--- src/rtl/grid_position_tracker_if.sv ---
// Movement link: the movement block proposes a next cell, the tracker returns the committed cell.
interface grid_position_tracker_if;
    logic [2:0] inext;
    logic [2:0] jnext;
    logic       move_valid;
    logic [2:0] iactual;
    logic [2:0] jactual;

    modport master (
        output inext,
        output jnext,
        output move_valid,
        input  iactual,
        input  jactual
    );

    modport slave (
        input  inext,
        input  jnext,
        input  move_valid,
        output iactual,
        output jactual
    );
endinterface

--- src/rtl/grid_position_tracker.sv ---
// Commits accepted moves on an 8x8 grid, tracks visited cells, counts moves and flags the goal.
module grid_position_tracker #(
    parameter int unsigned START_I = 0,
    parameter int unsigned START_J = 0,
    parameter int unsigned GOAL_I  = 7,
    parameter int unsigned GOAL_J  = 7
) (
    input  logic                          clk,
    input  logic                          rst,
    grid_position_tracker_if.slave        mv,
    output logic [63:0]                   visited,
    output logic [7:0]                    move_count,
    output logic                          accepted,
    output logic                          rejected,
    output logic                          busy,
    output logic                          win
);

    localparam logic [2:0]  StartI   = 3'(START_I);
    localparam logic [2:0]  StartJ   = 3'(START_J);
    localparam logic [2:0]  GoalI    = 3'(GOAL_I);
    localparam logic [2:0]  GoalJ    = 3'(GOAL_J);
    localparam logic [63:0] StartMap = 64'd1 << {StartI, StartJ};

    typedef enum logic [1:0] {StIdle, StCheck, StRelease, StWin} state_e;

    state_e      state_q, state_d;
    logic [2:0]  ci_q, ci_d, cj_q, cj_d;
    logic [2:0]  iact_q, iact_d, jact_q, jact_d;
    logic [63:0] visited_q, visited_d;
    logic [7:0]  count_q, count_d;
    logic        acc_q, acc_d, rej_q, rej_d;

    always_comb begin
        state_d   = state_q;
        ci_d      = ci_q;
        cj_d      = cj_q;
        iact_d    = iact_q;
        jact_d    = jact_q;
        visited_d = visited_q;
        count_d   = count_q;
        acc_d     = 1'b0;
        rej_d     = 1'b0;
        unique case (state_q)
            StIdle: begin
                if (mv.move_valid) begin
                    if (mv.inext == iact_q && mv.jnext == jact_q) begin
                        rej_d   = 1'b1;
                        state_d = StRelease;
                    end else begin
                        ci_d    = mv.inext;
                        cj_d    = mv.jnext;
                        state_d = StCheck;
                    end
                end
            end
            StCheck: begin
                if (visited_q[{ci_q, cj_q}]) begin
                    rej_d   = 1'b1;
                    state_d = StRelease;
                end else begin
                    iact_d                 = ci_q;
                    jact_d                 = cj_q;
                    visited_d[{ci_q, cj_q}] = 1'b1;
                    if (count_q != 8'hFF) count_d = count_q + 8'd1;
                    acc_d   = 1'b1;
                    state_d = (ci_q == GoalI && cj_q == GoalJ) ? StWin : StRelease;
                end
            end
            // Held request must be released before another move can start.
            StRelease: begin
                if (!mv.move_valid) state_d = StIdle;
            end
            StWin: begin
                state_d = StWin;
            end
            default: state_d = StIdle;
        endcase
    end

    always_ff @(posedge clk) begin
        if (rst) begin
            state_q   <= StIdle;
            ci_q      <= StartI;
            cj_q      <= StartJ;
            iact_q    <= StartI;
            jact_q    <= StartJ;
            visited_q <= StartMap;
            count_q   <= 8'd0;
            acc_q     <= 1'b0;
            rej_q     <= 1'b0;
        end else begin
            state_q   <= state_d;
            ci_q      <= ci_d;
            cj_q      <= cj_d;
            iact_q    <= iact_d;
            jact_q    <= jact_d;
            visited_q <= visited_d;
            count_q   <= count_d;
            acc_q     <= acc_d;
            rej_q     <= rej_d;
        end
    end

    assign mv.iactual = iact_q;
    assign mv.jactual = jact_q;
    assign visited    = visited_q;
    assign move_count = count_q;
    assign accepted   = acc_q;
    assign rejected   = rej_q;
    assign busy       = (state_q != StIdle);
    assign win        = (state_q == StWin);

endmodule

--- src/flat_wrapper.sv ---
// flat-port wrapper written by rule: the top's interface ports become plain ports
module grid_position_tracker_flat 
#(
    parameter int unsigned START_I = 0,
    parameter int unsigned START_J = 0,
    parameter int unsigned GOAL_I  = 7,
    parameter int unsigned GOAL_J  = 7
)
  (clk, rst, visited, move_count, accepted, rejected, busy, win, mv_inext, mv_jnext, mv_move_valid, mv_iactual, mv_jactual);
  grid_position_tracker_if mv_i ();
  input  logic clk;
  input  logic rst;
  output logic [63:0] visited;
  output logic [7:0] move_count;
  output logic accepted;
  output logic rejected;
  output logic busy;
  output logic win;
  input wire logic [$bits(mv_i.inext)-1:0] mv_inext;
  input wire logic [$bits(mv_i.jnext)-1:0] mv_jnext;
  input wire logic [$bits(mv_i.move_valid)-1:0] mv_move_valid;
  output wire logic [$bits(mv_i.iactual)-1:0] mv_iactual;
  output wire logic [$bits(mv_i.jactual)-1:0] mv_jactual;
  assign mv_i.inext = mv_inext;
  assign mv_i.jnext = mv_jnext;
  assign mv_i.move_valid = mv_move_valid;
  assign mv_iactual = mv_i.iactual;
  assign mv_jactual = mv_i.jactual;
  grid_position_tracker #(.START_I(START_I), .START_J(START_J), .GOAL_I(GOAL_I), .GOAL_J(GOAL_J)) u_core (.clk(clk), .rst(rst), .mv(mv_i), .visited(visited), .move_count(move_count), .accepted(accepted), .rejected(rejected), .busy(busy), .win(win));
endmodule
--- config.mk ---
export PLATFORM = sky130hd
export DESIGN_NAME = grid_position_tracker_flat
export DESIGN_NICKNAME = d
export VERILOG_FILES = /design/src/rtl/grid_position_tracker_if.sv /design/src/rtl/grid_position_tracker.sv /design/src/flat_wrapper.sv
export SDC_FILE = /design/constraint.sdc
export NUM_CORES = 1
export LEC_CHECK = 0
export CAP_MARGIN = 20
export CORE_AREA = 2 2 92 94
export CTS_CLUSTER_DIAMETER = 40
export DETAILED_ROUTE_END_ITERATION = 8
export DIE_AREA = 0 0 94 96
export GPL_TIMING_DRIVEN = 0
export PLACE_DENSITY = 0.79
export REMOVE_ABC_BUFFERS = 1
export SETUP_SLACK_MARGIN = 0.15
export SLEW_MARGIN = 30
export SYNTH_ARGS = -nofsm -noshare
export SYNTH_HDL_FRONTEND = slang
export SYNTH_SLANG_ARGS = --single-unit
--- constraint.sdc ---
create_clock -name clk -period 3 [get_ports clk]
set_input_delay 0.6 -clock clk [delete_from_list [all_inputs] [get_ports clk]]
set_output_delay 0.6 -clock clk [all_outputs]
set_load 0.1 [all_outputs]
# [Word level (Yosys, flattened, before mapping)]
# Cells that the tools add are included.
[word_totals] regBits=88 elab_cells=51
[classes] muxes=15 add_sub_neg=1 bitwise=4 n_lt_le_gt_ge=2 n_reduce_logical=10 n_eq_ne=10
[op_table] operator="bitwise OR 64 bit" count=1
[op_table] operator="adder 8 x 1 -> 8 bit, second input constant" count=1
[op_table] operator="2-to-1 mux 2 bit" count=4
[op_table] operator="!= test 8 bit, second input constant" count=1
[op_table] operator="case mux 2 bit (4 select lines)" count=1
[op_table] operator="< comparator 6 x 7 -> 1 bit, second input constant" count=1
[op_table] operator="2-to-1 mux 1 bit" count=7
[op_table] operator="binary-select mux 1 bit (select 6 bit)" count=1
[op_table] operator="demux 1 bit (select 6 bit)" count=1
[op_table] operator="== test 3 bit" count=2
[op_table] operator="== test 3 bit, second input constant" count=2
[op_table] operator="greater-or-equal comparator 6 x 1 -> 1 bit, second input constant" count=1
[op_table] operator="AND reduction 3 bit" count=2
[op_table] operator="== test 2 bit, second input constant" count=2
[op_table] operator="!= test 2 bit, second input constant" count=2
[op_table] operator="AND reduction 2 bit" count=2
[op_table] operator="logical AND 1 bit" count=3
[op_table] operator="inverter 1 bit" count=3
[op_table] operator="== test 2 x 1 -> 1 bit, second input constant" count=1
[op_table] operator="logical NOT 2 bit" count=1
[op_table] operator="case mux 1 bit (2 select lines)" count=1
[op_table] operator="nonzero test 2 bit" count=1
[op_table] operator="OR reduction 2 bit" count=1

# [Longest topological paths before layout]
[logic_depth] depth_word=5 mapped_depth=12

# [Worst setup path before layout]
# OpenSTA, ideal clock, no wires.
[synth_timing] kind="register to register" start="register u_core.visited_q[43], in the netlist u_core.visited[43]" end="register u_core.visited_q[48], in the netlist u_core.visited[48]" path_slack_ns=0.385 arrival_time_ns=2.487 path_buffers=2 path_stages_with_launch=10 period_less_slack_ns=2.615 path_cell_list="dfxtp_1 and3_1 a221oi_1 or4_1 o2111ai_2 nor4_4 buf_6 buf_4 a31oi_1 nor2_1"
[synth_between] elab_chain_len=4
[synth_rtl] element="start: declaration" line="grid_position_tracker.sv:30" source="logic [63:0] visited_q, visited_d;"
[synth_rtl] element="start signal: assignment" line="grid_position_tracker.sv:88" source="visited_q <= StartMap;"
[synth_rtl] element="start signal: assignment" line="grid_position_tracker.sv:98" source="visited_q <= visited_d;"
[synth_rtl] element="binary-select mux 1 bit (select 6 bit)" line="grid_position_tracker.sv:58" source="if (visited_q[{ci_q, cj_q}]) begin"
[synth_rtl] element="2-to-1 mux 1 bit (implied by the code)" line="grid_position_tracker.sv:58"
[synth_rtl] element="inverter 1 bit (no source line)"
[synth_rtl] element="AND reduction 2 bit (no source line)"
# No other way between the ends. The select of a mux whose other input is x is not followed.
# A chain may end at the register's enable or synchronous reset.

# [Worst setup path in the final report]
[layout_timing] start="register u_core.state_q[0]" end="output win"
[layout_between] elab_chain_len=1
[layout_rtl] element="start: declaration" line="grid_position_tracker.sv:27" source="state_e state_q, state_d;"
[layout_rtl] element="start signal: assignment" line="grid_position_tracker.sv:83" source="state_q <= StIdle;"
[layout_rtl] element="start signal: assignment" line="grid_position_tracker.sv:93" source="state_q <= state_d;"
[layout_rtl] element="== test 2 bit" line="grid_position_tracker.sv:112" source="assign win = (state_q == StWin);"
[layout_rtl] element="end: declaration" line="flat_wrapper.sv:18" source="output logic win;"
# No other way between the ends.

==> metrics.txt <==
Num Clock Sinks=88; Cells after DPL=601; P_sw=0.7885 mW; pin count of the biggest net entering global routing=62; CP endpoint kind=primary output; peak fanout along the critical path=7; Yosys reg bits=88; Max stage delay on crit path=1140 ps; Max VDD drop=261.5 uV; fin crit share=90.91%; row count=33; Gate power share=20.8%; antenna viol nets, final=0; crit-path cells=and2_1 -> clkdlybuf4s50_1; initial antenna violation count=0; Seq pwr share=48.4%; die area=9024 sq um; Fillers=661; Clock Tree Buf Depth=2; CTS tree=yes; Cell Pwr Density=483.9 nW/um^2; DR iter-0 viols=338; Worst R2R Setup Slack=270 ps; Area growth, synth to finish=33.69%; CP arrival=2130 ps; share of layout cells above drive strength 1=12.78%; Post-synth top cells=88 x dfxtp_1, 87 x nor2_1, 64 x a31oi_1, 27 x mux2i_1, 17 x clkbuf_1; leakage=1.874 nW; gpl congestion=0.8505; clock root buffer=clkbuf_8; via count=3861; hold_sp=u_core.visited[49]; total track usage=25.31%; Synth async-reset ratio=0%; minimum clock period=2727 ps; Hold WC Path Type=flip-flop to flip-flop; DRC viols=0; mapped cell area=3925 sq um; CTS Hold Bufs=0; top post-synthesis cells by area=dfxtp_1 45%, a31oi_1 10%, nor2_1 8.3%; Fin. Hold Viols=0; total gr overflow=0; Starting Density=48.75%; Slew HR=33.31%; First-pass DRT Iterations=8; RSZ-0062 raised after global routing=false; port bufs=90; reg2reg end=u_core.visited[48]; skew final=8.387 ps; CTS clk-pin slew, worst paths=80 ps; Non-Filler Instances=637; most common cell in the netlist=dfxtp_1; max_cap viols=0; post-DP HPWL=7.435 mm; per-cell routed wire length=18.43 um; reg2reg path depth=11; Switching Share=31.05%; die height=96 um; Synth top area share=44.88%; first-pass GRT wire length=17.70 mm; Worst Hold End=u_core.visited[49]; outcome=completed; Post-Syn Area per Cell=9.065 sq um; fin. max-slew vios=0; core outline area=8051 sq um; f_max=0.3666 GHz; cts bufs inserted=9; via density per instance=6.061; worst hold stages=2; worst-margin pin slew=997.2 ps; n_diodes=0; post-synthesis sequential area ratio=44.88%; internal power=1.751 mW; Final #Nets=537; post-synthesis cell type count=51; hold slack=506.0 ps; Most used DFF post-synth=dfxtp_1; die width=94 um; Post-Synthesis Cells=433; drt total wl=11.74 mm; number of global-route vias before repair=3584; cell taking the most area after synthesis=dfxtp_1; H-tree depth=3; latest clock arrival within the worst-skew pair=350 ps; number of synthesized flops with an enable pin=0; worst reg2reg startpoint=u_core.cj_q[1]; Finish-stage setup viols=0; Worst Path Required=2400 ps; IO Count=91; clock share of power=30.8%; synth warn=0; kind of start point of the critical path=flip-flop; Slowest cell on crit path=clkdlybuf4s50_1; CP Class=flip-flop to primary output
state kept, by name, indices dropped and copies added, names as in the netlist:
| signal | flops |
|---|---|
| u_core.cj_q | 3 |
| u_core.ci_q | 3 |
| u_core.move_count | 8 |
| u_core.mv.jactual | 3 |
| u_core.visited | 64 |
| u_core.accepted | 1 |
| u_core.rejected | 1 |
| u_core.mv.iactual | 3 |
| u_core.state_q | 2 |
metrics by stage:
stage               setup slack [ps]  instance area (sq um)  utilization, %  TNS (ps)  total power [mW]
floorplan                      -1580                   3727               -    -94510             1.556
global placement               -3047                   4760           59.11   -209600             1.680
detailed placement            -539.1                   4857           60.33    -22620             1.714
CTS                            158.6                   5112           63.50         0             2.491
global route                   181.1                   5248           65.17         0             2.625
finish                         272.6                   5248           65.17         0             2.540
per-layer routing:
layer  share of wire, %  up-vias  track usage (%)
met5                  0        -                0
met4                2.4        0            11.23
met3                8.3       31            4.072
met2                 48      200            42.14
met1                 41     1866            32.56
li1                   -     1764                -
layout make-up:
cell class / count / area, sq um / area share (%)
clock buffer: 12 / 135.1 / 2.575
clock inverter: 4 / 45.04 / 0.8584
inverter: 11 / 45.04 / 0.8584
multi-input combinational: 301 / 1982 / 37.77
sequential: 88 / 1773 / 33.79
tap: 105 / 131.4 / 2.504
timing repair buffer: 116 / 1136 / 21.65
how the worst max path moves through the flow:
stage	endpoint	depth (start not counted)	slack (ps)	start
after floorplan	u_core.move_count[2]	7	-1580	u_core.cj_q[0]
after global placement	u_core.move_count[2]	7	-3050	u_core.cj_q[1]
after detailed placement	u_core.visited[17]	9	-540	u_core.cj_q[2]
after CTS	u_core.visited[0]	8	160	u_core.cj_q[2]
after global routing	win	2	180	u_core.state_q[0]
final	win	2	270	u_core.state_q[0]
placed cells by master, fill, tap and decap left out, drive strengths merged, types with 4 or more instances in the layout:
cell type / Yosys / layout
and3: 6 / 6
a21o: 5 / 5
nor2b: 6 / 6
a21oi: 10 / 10
a31oi: 64 / 64
xnor2: 5 / 5
a22oi: 4 / 4
nand3b: 4 / 4
dfxtp: 88 / 88
nor2: 87 / 87
nor3: 11 / 11
inv: 11 / 10
nand3: 11 / 11
buf: 16 / 27
mux2i: 27 / 27
a221oi: 4 / 4
clkdlybuf4s50: 0 / 89
clkbuf: 17 / 12
nand2: 10 / 10
cells by family (layout without fill, tap and decap cells):
logic type | after synthesis | count (layout) | share of synthesized area, %
AOI/OAI and AO/OA | 108 | 108 | 19.25
xor gates and xnor gates | 8 | 8 | 1.785
adders and majority gates | 1 | 1 | 0.3187
buffers and inverters | 44 | 143 | 6.088
DFF | 88 | 88 | 44.88
muxes | 32 | 32 | 8.894
and+or+nand+nor | 152 | 152 | 18.78
critical path: cells and delay by family, from the launching register on:
kind | cells | cell delay [ps]
buffers and inverters | 1 | 1140
flip-flops | 1 | 420
AND/OR/NAND/NOR | 1 | 210
timing repair:
item,4_1_cts,5_1_grt
setup endpoints to repair,79,34
endpoints found under the hold margin,0,0
setup buffers,6,14
pin swaps,2,3
gates resized for setup,6,3
power groups by stage:
| stage | clock (mW) | combinational, mW | sequential (mW) |
|---|---|---|---|
| 5_1_grt | 0.833 | 0.556 | 1.23 |
| 2_1_floorplan | 0 | 0.230 | 1.33 |
| 3_3_place_gp | 0 | 0.407 | 1.27 |
| 6_report | 0.782 | 0.527 | 1.23 |
| 4_1_cts | 0.784 | 0.470 | 1.24 |
| 3_5_place_dp | 0 | 0.437 | 1.28 |
(Power assumes the default switching activity.)
